===== config.mk =====
export PLATFORM = sky130hd
export DESIGN_NAME = mult_div_unit
export DESIGN_NICKNAME = d
export VERILOG_FILES = /design/src/rtl/mult_div_unit.sv
export SDC_FILE = /design/constraint.sdc
export NUM_CORES = 1
export LEC_CHECK = 0
export CAP_MARGIN = 5
export CORE_UTILIZATION = 25
export CTS_CLUSTER_SIZE = 40
export DETAILED_ROUTE_END_ITERATION = 8
export GPL_TIMING_DRIVEN = 0
export PLACE_DENSITY = 0.44
export SLEW_MARGIN = 20
export SYNTH_ARGS = -nofsm -noshare
export SYNTH_HDL_FRONTEND = slang
export SYNTH_SLANG_ARGS = --single-unit

===== constraint.sdc =====
create_clock -name clk -period 14.2 [get_ports clk]
set_input_delay 3.55 -clock clk [delete_from_list [all_inputs] [get_ports clk]]
set_output_delay 3.55 -clock clk [all_outputs]
set_load 0.05 [all_outputs]

===== src/rtl/mult_div_unit.sv =====
// Sequential signed multiply/divide unit: radix-2 Booth multiply or restoring divide,
// one iteration per clock, 64-bit result into HI/LO.
module mult_div_unit (
  input  logic        clk,
  input  logic        reset,
  input  logic        start_mult,
  input  logic        start_div,
  input  logic [31:0] Data_A,
  input  logic [31:0] Data_B,
  output logic [31:0] hi_out,
  output logic [31:0] lo_out,
  output logic        busy,
  output logic        done,
  output logic        div_zero
);

  localparam int unsigned W     = 32;
  localparam int unsigned AW    = W + 1;
  localparam int unsigned CW    = 6;
  localparam int unsigned ITERS = 32;

  typedef enum logic [1:0] {IDLE, MULT, DIV, DONE} state_t;

  state_t          state_q;
  logic [CW-1:0]   cnt_q;
  // acc_q is the Booth accumulator or the divide partial remainder; q_q is the
  // Booth multiplier or the dividend/quotient shift register.
  logic [AW-1:0]   acc_q;
  logic [W-1:0]    q_q;
  logic            qm1_q;
  logic [W-1:0]    opnd_q;
  logic            neg_quo_q;
  logic            neg_rem_q;
  logic [W-1:0]    hi_q;
  logic [W-1:0]    lo_q;
  logic            busy_q;
  logic            done_q;
  logic            dz_q;

  logic [AW-1:0]   mcand_x;
  logic [AW-1:0]   booth_sum;
  logic [AW-1:0]   booth_acc_d;
  logic [W-1:0]    booth_q_d;
  logic            booth_qm1_d;
  logic [AW-1:0]   div_shift;
  logic [AW-1:0]   div_trial;
  logic [AW-1:0]   div_rem_d;
  logic [W-1:0]    div_quo_d;
  logic [W-1:0]    quo_res;
  logic [W-1:0]    rem_res;
  logic [W-1:0]    abs_a;
  logic [W-1:0]    abs_b;

  // One Booth step: add/subtract multiplicand, then arithmetic shift of {acc, Q, q-1}.
  always_comb begin
    mcand_x   = {opnd_q[W-1], opnd_q};
    booth_sum = acc_q;
    case ({q_q[0], qm1_q})
      2'b01:   booth_sum = acc_q + mcand_x;
      2'b10:   booth_sum = acc_q - mcand_x;
      default: booth_sum = acc_q;
    endcase
    {booth_acc_d, booth_q_d, booth_qm1_d} = {booth_sum[AW-1], booth_sum, q_q};
  end

  // One restoring-divide step on magnitudes plus final sign fix-up.
  always_comb begin
    div_shift = {acc_q[W-1:0], q_q[W-1]};
    div_trial = div_shift - {1'b0, opnd_q};
    if (div_trial[AW-1]) begin
      div_rem_d = div_shift;
      div_quo_d = {q_q[W-2:0], 1'b0};
    end else begin
      div_rem_d = div_trial;
      div_quo_d = {q_q[W-2:0], 1'b1};
    end
    quo_res = neg_quo_q ? W'(-div_quo_d) : div_quo_d;
    rem_res = neg_rem_q ? W'(-div_rem_d[W-1:0]) : div_rem_d[W-1:0];
    abs_a   = Data_A[W-1] ? W'(-Data_A) : Data_A;
    abs_b   = Data_B[W-1] ? W'(-Data_B) : Data_B;
  end

  always_ff @(posedge clk or posedge reset) begin
    if (reset) begin
      state_q   <= IDLE;
      cnt_q     <= '0;
      acc_q     <= '0;
      q_q       <= '0;
      qm1_q     <= 1'b0;
      opnd_q    <= '0;
      neg_quo_q <= 1'b0;
      neg_rem_q <= 1'b0;
      hi_q      <= '0;
      lo_q      <= '0;
      busy_q    <= 1'b0;
      done_q    <= 1'b0;
      dz_q      <= 1'b0;
    end else begin
      case (state_q)
        IDLE: begin
          if (start_mult) begin
            opnd_q  <= Data_A;
            q_q     <= Data_B;
            acc_q   <= '0;
            qm1_q   <= 1'b0;
            cnt_q   <= CW'(ITERS);
            busy_q  <= 1'b1;
            dz_q    <= 1'b0;
            state_q <= MULT;
          end else if (start_div) begin
            if (Data_B == '0) begin
              dz_q    <= 1'b1;
              done_q  <= 1'b1;
              state_q <= DONE;
            end else begin
              opnd_q    <= abs_b;
              q_q       <= abs_a;
              acc_q     <= '0;
              neg_quo_q <= Data_A[W-1] ^ Data_B[W-1];
              neg_rem_q <= Data_A[W-1];
              cnt_q     <= CW'(ITERS);
              busy_q    <= 1'b1;
              dz_q      <= 1'b0;
              state_q   <= DIV;
            end
          end
        end
        MULT: begin
          acc_q <= booth_acc_d;
          q_q   <= booth_q_d;
          qm1_q <= booth_qm1_d;
          cnt_q <= cnt_q - CW'(1);
          if (cnt_q == CW'(1)) begin
            hi_q    <= booth_acc_d[W-1:0];
            lo_q    <= booth_q_d;
            busy_q  <= 1'b0;
            done_q  <= 1'b1;
            state_q <= DONE;
          end
        end
        DIV: begin
          acc_q <= div_rem_d;
          q_q   <= div_quo_d;
          cnt_q <= cnt_q - CW'(1);
          if (cnt_q == CW'(1)) begin
            hi_q    <= rem_res;
            lo_q    <= quo_res;
            busy_q  <= 1'b0;
            done_q  <= 1'b1;
            state_q <= DONE;
          end
        end
        DONE: begin
          done_q  <= 1'b0;
          state_q <= IDLE;
        end
        default: state_q <= IDLE;
      endcase
    end
  end

  assign hi_out   = hi_q;
  assign lo_out   = lo_q;
  assign busy     = busy_q;
  assign done     = done_q;
  assign div_zero = dz_q;

endmodule


==> summary.md, run 1 <==
| Metric | Value |
|---|---|
| Cells after Synth | 2178 |
| Post-CTS Hold Buffers | 0 |
| Synth area leader | dfrtp_1 |
| Power, Total | 5.715 mW |
| Minimum clock period | 9576 ps |
| # clock sinks | 175 |
| Number of diodes | 0 |
| CTS resizes | 0 |
| Clk buf depth | 2 |
| Seq/Total Area, Yosys | 0.2670 |
| Arrival time at the worst endpoint | 9950 ps |
| Multi-input logic area | about 11000 um2 |
| CTS tree | done |
| Area contributors post-synth | dfrtp_1 (27%), o21ai_0 (7.3%), nand2_1 (6.8%) |
| Most common cell after layout, fill and taps aside | nand2_1 |
| Worst setup SP type | register |
| Cell leakage power | ~8 nW |
| Core area | 64580 um2 |
| Die ar. | 66630 um2 |
| Unrepaired setup endpoints after global routing | false |
| Number of enable flip-flop cells after synthesis | 0 |
| Cells on worst reg2reg path | 27 |
| CP max FO | 10 |
| Total clock buffers created by CTS | 17 |
| Total Routed Length | between 70000 and 80000 um |
| Placed insts | 3166 |
| Routability cong. | between 0.9 and 1 |
| Row cnt | between 90 and 100 |
| Drc violations | 0 |
| Critical path's top delay family | compound AO/OA/AOI/OAI gates |
| First DRT Iteration DRCs | 1428 |
| Register area | 4379 um2 |
| Primary FF master, synth | dfrtp_1 |
| Die H | 258.1 um |
| Pre-Repair DR Iteration Count | 6 |
| Synth Cell Area | 16400 um2 |
| Max cap viols | 0 |
| Number of global-route vias before repair | 16809 |
| Antenna violations before repair | 1 |
| Largest stage delay on the critical path | 890 ps |
| Hold Path End | hi_out[2]$_DFFE_PP0P_ |
| Fin util | 0.3012 |
| Grt total ovfl | 0 |
| Pre-CTS setup slack | 4916 ps |
| Largest net degree at the start of global routing | 92 |
| H-tree depth | 4 |
| Number of vias per cell | approximately 5.5 |
| Worst setup EP type | register |
| Fraction of layout cells with a size suffix above 1 | 0.03117 |
| Crit Path Class | register to register |
| Final net count | ~2500 |
| Setup WS post-layout | approximately 4600 ps |
| Measured slew at the worst slew-check pin | around 1100 ps |
| Rel. slew slack | 0.2569 |
| YS warnings | 0 |
| Hold Fails Final Rpt | 0 |
| Number of setup buffers added after CTS | 0 |
| Global-route wire length before repair | between 100000 and 150000 um |
| IO Count | 135 |
| Routed WL per cell | 23.92 um |
| Post-Syn Nets | 2325 |
| Most frequent cells in the layout | nand2_1 (297), o21ai_0 (240), nor2_1 (180) |
| Synth-to-Final Area Change | 18.60% |
| Worst Hold Launch | hi_out[2]$_DFFE_PP0P_ |
| FILL cells | 7076 |
| Mean Syn Cell Area | 7.530 um2 |
| Vias | 17593 |
| Async SR Flop Fraction | 1.000 |
| Status | complete, no violations |
| Hold-critical path depth | 2 |
| Reg2reg start | acc_q[7]$_DFFE_PP0P_ |
| Setup Skew | between 15 and 20 ps |
| CTS Root Cell | clkbuf_16 |
| PortBufs | 132 |
| Setup TNS | 0 ps |
| Flops & latches, synth | 175 |
| Max IR drop VDD | 0.1421 mV |
| Peak Freq | about 100 MHz |
| Final period util | 0.6744 |
| HPWL Detailed | 61640 um |
| Final antenna-violating net count | 0 |
| Distinct cell type count after synthesis | 75 |
| Flop2flop setup slack | between 4000 and 5000 ps |
| Clk pin slew, worst setup/hold paths | 90 ps |
| CP required | 14580 ps |
| Initial core utilization | 0.2539 |
| Reg2Reg Capture Point | lo_out[30]$_DFFE_PP0P_ |
| Worst skew pair latency | 500 ps |
| Setup violators final | 0 |
| Die Wd | 258.1 um |
| WP buf/inv | 5 |
| Slowest CP cell | buf_1 |
| Pwr/cell area | 293.8 nW/um2 |
| Hold WC Path Type | register to register |
| Non-Filler Instances | 3197 |
| Pins Over Slew Limit | 0 |
| Top cell type's share of synthesized area | 0.2670 |
| GR Util All Layers | 0.2268 |
-- cell families (layout without fill, tap and decap cells) --
logic type / Yosys count / in the layout / share of synthesized area
AOI/OAI and AO/OA: 773 / 773 / 0.3008
buffers and inverters: 227 / 391 / 0.05386
adders and majority gates: 79 / 79 / 0.06119
and+or+nand+nor: 706 / 706 / 0.1967
muxes: 38 / 38 / 0.02426
xor gates and xnor gates: 180 / 180 / 0.09613
DFF: 175 / 175 / 0.2670
-- through the flow --
stage,hold slack (ps),area (um2)
3_3_place_gp,472.0,18790
3_5_place_dp,473.7,18830
5_1_grt,511.0,19450
2_1_floorplan,465.8,16400
4_1_cts,491.2,19450
6_report,485.0,19450
-- report_power, final --
part	switching [mW]	leakage [nW]	total (mW)	internal, mW
clock network	0.264	0.302	0.519	0.255
logic	2.89	5.29	4.26	1.37
registers	0.251	2.25	0.935	0.685
total	3.41	7.85	5.71	2.31
-- layer usage --
| metal | GRT usage | wire length, um |
|---|---|---|
| met2 | 0.3649 | 35190 |
| met4 | 0.08941 | 2626 |
| met1 | 0.3093 | 34260 |
| met3 | 0.02473 | 4395 |
| met5 | 0 | 0 |
-- final cells by class --
class,instances,share of cell area
Clock buffer,17,0.02187
Multi-Input combinational cell,1776,0.5726
Clock inverter,14,0.01023
Inverter,78,0.01544
Tap cell,855,0.05500
Sequential cell,175,0.2252
Buffer,149,0.03036
Timing Repair Buffer,133,0.06935
-- worst register-to-register path: cells and delay by family, from the launching register on --
family | cells | cell delay [ps]
AO/OA/AOI/OAI | 11 | 3120
buffers and inverters | 5 | 2380
AND/OR/NAND/NOR | 7 | 2100
adder cells (fa/ha/maj) | 3 | 1190
flip-flops | 1 | 510
XOR/XNOR | 1 | 170
-- how the worst max path moves through the flow --
stage                                     from                     end  slack (ps)  cells past startpoint
after global placement                   reset  opnd_q[17]$_DFFE_PP0P_        2880                      2
after floorplan                          reset    acc_q[0]$_DFFE_PP0P_        5900                      1
after global routing      acc_q[7]$_DFFE_PP0P_  lo_out[30]$_DFFE_PP0P_        4310                     27
after CTS                  q_q[31]$_DFFE_PP0P_  lo_out[30]$_DFFE_PP0P_        4910                     29
final                     acc_q[7]$_DFFE_PP0P_  lo_out[30]$_DFFE_PP0P_        4620                     27
after detailed placement   q_q[31]$_DFFE_PP0P_  lo_out[30]$_DFFE_PP0P_        4920                     29
-- cell usage after synthesis, types with 48 or more instances --
cell type and instances:
inv_1 77, nor2_1 180, o31ai_1 71, nand2_1 297, ha_1 77, a211oi_1 48, xor2_1 98, clkbuf_1 119
dfrtp_1 175, a21oi_1 160, o21ai_0 240, xnor2_1 82
-- registers in the layout, summed over array words and instances (netlist names) --
register	flops
cnt_q	6
neg_rem_q	1
neg_quo_q	1
hi_out	32
acc_q	33
qm1_q	1
state_q	2
q_q	32
div_zero	1
opnd_q	32
lo_out	32
done	1
busy	1
Note: power is estimated with default switching activity, not from simulation.
==> inputs of run 2 (changes only) <==
Settings changed: PLACE_DENSITY 0.44 to 0.45.
Clock period 14.2 ns to 8.6 ns, I/O delays scaled along.
==> run 2 against run 1 <==
Routed wire length down 0.66%; core utilization up 0.076 points; total power up 65%; sequential share of layout area down 0.056 points; critical path depth down 3; cell count unchanged; highest routed layer unchanged; global-route usage down 0.26 points.
==> summary.md, run 2 (synthesized netlist as in run 1, its figures left out) <==
| Metric | Value |
|---|---|
| Number of diodes | 0 |
| Max IR drop VDD | 0.1846 mV |
| GR Util All Layers | 0.2243 |
| Reg2reg start | q_q[31]$_DFFE_PP0P_ |
| Most common cell after layout, fill and taps aside | nand2_1 |
| Post-DP Area | 18850 um2 |
| FILL cells | 7097 |
| Clk buf depth | 2 |
| Most frequent cells in the layout | nand2_1 (297), o21ai_0 (240), nor2_1 (180) |
| PortBufs | 132 |
| Final antenna-violating net count | 0 |
| Status | complete, no violations |
| Pre-Repair DR Iteration Count | 6 |
| CTS tree | done |
| Number of global-route vias before repair | 16708 |
| Setup violators final | 0 |
| Setup TNS | 0 ps |
| Drc violations | 0 |
| Measured slew at the worst slew-check pin | around 1100 ps |
| Die Wd | 258.1 um |
| Flop2flop setup slack | 420 ps |
| Final net count | 2476 |
| Antenna violations before repair | 0 |
| Total clock buffers created by CTS | 17 |
| Largest net degree at the start of global routing | 93 |
| Unrepaired setup endpoints after global routing | false |
| Number of vias per cell | 5.472 |
| IO Count | around 140 |
| Hold Fails Final Rpt | 0 |
| CP startpoint | q_q[31]$_DFFE_PP0P_ |
| Largest register FFs | 33 |
| # clock sinks | 175 |
| Final period util | 0.9510 |
| Setup Skew | 17.98 ps |
| Cells on worst reg2reg path | 24 |
| Worst skew pair latency | 500 ps |
| Crit Path Class | register to register |
| Reg2Reg Capture Point | hi_out[31]$_DFFE_PP0P_ |
| HPWL Detailed | 61040 um |
| Worst setup EP type | register |
| Rel. slew slack | 0.2825 |
| Vias | 17495 |
| CTS Root Cell | clkbuf_16 |
| Synth-to-Final Area Change | 18.90% |
| Worst setup SP type | register |
| Fin util | 0.3019 |
| Hold WC Path Type | register to register |
| Pwr/cell area | 484.0 nW/um2 |
| Die ar. | 66630 um2 |
| CP required | 8950 ps |
| First DRT Iteration DRCs | 1478 |
| Die H | 258.1 um |
| Cell leakage power | between 7 and 8 nW |
| Routed WL per cell | 23.76 um |
| Minimum clock period | ~8200 ps |
| Pins Over Slew Limit | 0 |
| Row cnt | between 90 and 100 |
| Reg with most FFs | acc_q |
| Finished Cell Area | 19500 um2 |
| Number of setup buffers added after CTS | 0 |
| H-tree depth | 4 |
| Worst setup endpoint | hi_out[31]$_DFFE_PP0P_ |
| Grt total ovfl | 0 |
| Fraction of layout cells with a size suffix above 1 | 0.03459 |
| Arrival time at the worst endpoint | 8530 ps |
| Global-route wire length before repair | about 110000 um |
| Max cap viols | 0 |
| Routability cong. | 0.9379 |
| Clk pin slew, worst setup/hold paths | 80 ps |
| Total Routed Length | between 70000 and 80000 um |
| Core area | 64580 um2 |
| CP max FO | 14 |
| Peak Freq | roughly 120 MHz |
| Initial core utilization | 0.2539 |
[run 2: final cells by class]
type                       count  area (um2)  area share
sequential                   175        4379      0.2246
clock inverter                14       196.4     0.01007
buffer                       147       585.6     0.03003
timing repair buffer         134        1376     0.07059
tap                          855        1070     0.05486
inverter                      78       304.0     0.01559
clock buffer                  18       429.2     0.02201
multi-input combinational   1776       11160      0.5723
[run 2: critical path, cell delays in order, from the launching register on]
cell and delay, ps:
dfrtp_1 450, inv_1 110, ha_1 160, inv_1 50
fa_1 410, a21o_1 220, a221o_1 450, a211oi_2 390
o21ai_0 280, a211oi_1 330, o21bai_1 140, a21o_1 190
a21o_1 210, ha_1 650, clkinvlp_4 510, mux2i_1 260
nor3_1 500, nand4_1 280, nor4_2 430, nand3b_1 210
or3_1 380, clkbuf_1 230, a2111oi_0 650, mux2i_1 420
a2bb2oi_1 110
[run 2: stage by stage]
step	hold slack (ps)	power, mW	std cells	setup slack [ps]
floorplan	465.8	5.992	2178	1705
global placement	471.6	8.453	3165	-1369
detailed placement	473.4	8.496	3167	-626.5
CTS	491.0	9.377	3198	155.5
global route	515.6	10.05	3197	38.37
finish	487.0	9.437	3197	421.7
[run 2: layer usage]
layer | routed length [um] | vias to the layer above | global-route usage
li1 | - | 8226 | -
met1 | 34380 | 8615 | 0.3033
met2 | 35590 | 569 | 0.3677
met3 | 3812 | 85 | 0.02817
met4 | 2187 | 0 | 0.07364
met5 | 0 | - | 0
[run 2: what timing repair did]
action | CTS | global route
endpoints found under the setup margin | 5 | 6
hold buffers | 0 | 0
resized for setup | 4 | 6
[run 2: report_power, final]
part | total (mW) | internal, mW | switching (mW)
sequential | 1.55 | 1.13 | 0.418
combinational | 7.04 | 2.27 | 4.78
clock | 0.848 | 0.422 | 0.427
total | 9.44 | 3.82 | 5.62
[run 2: how the worst min path moves through the flow]
stage | startpoint | endpoint | slack [ps] | depth (start not counted)
after CTS | hi_out[9]$_DFFE_PP0P_ | hi_out[9]$_DFFE_PP0P_ | 490 | 2
after floorplan | qm1_q$_DFFE_PP0P_ | qm1_q$_DFFE_PP0P_ | 470 | 1
after detailed placement | lo_out[9]$_DFFE_PP0P_ | lo_out[9]$_DFFE_PP0P_ | 470 | 2
after global routing | lo_out[19]$_DFFE_PP0P_ | lo_out[19]$_DFFE_PP0P_ | 520 | 2
after global placement | lo_out[26]$_DFFE_PP0P_ | lo_out[26]$_DFFE_PP0P_ | 470 | 2
final | hi_out[2]$_DFFE_PP0P_ | hi_out[2]$_DFFE_PP0P_ | 490 | 2
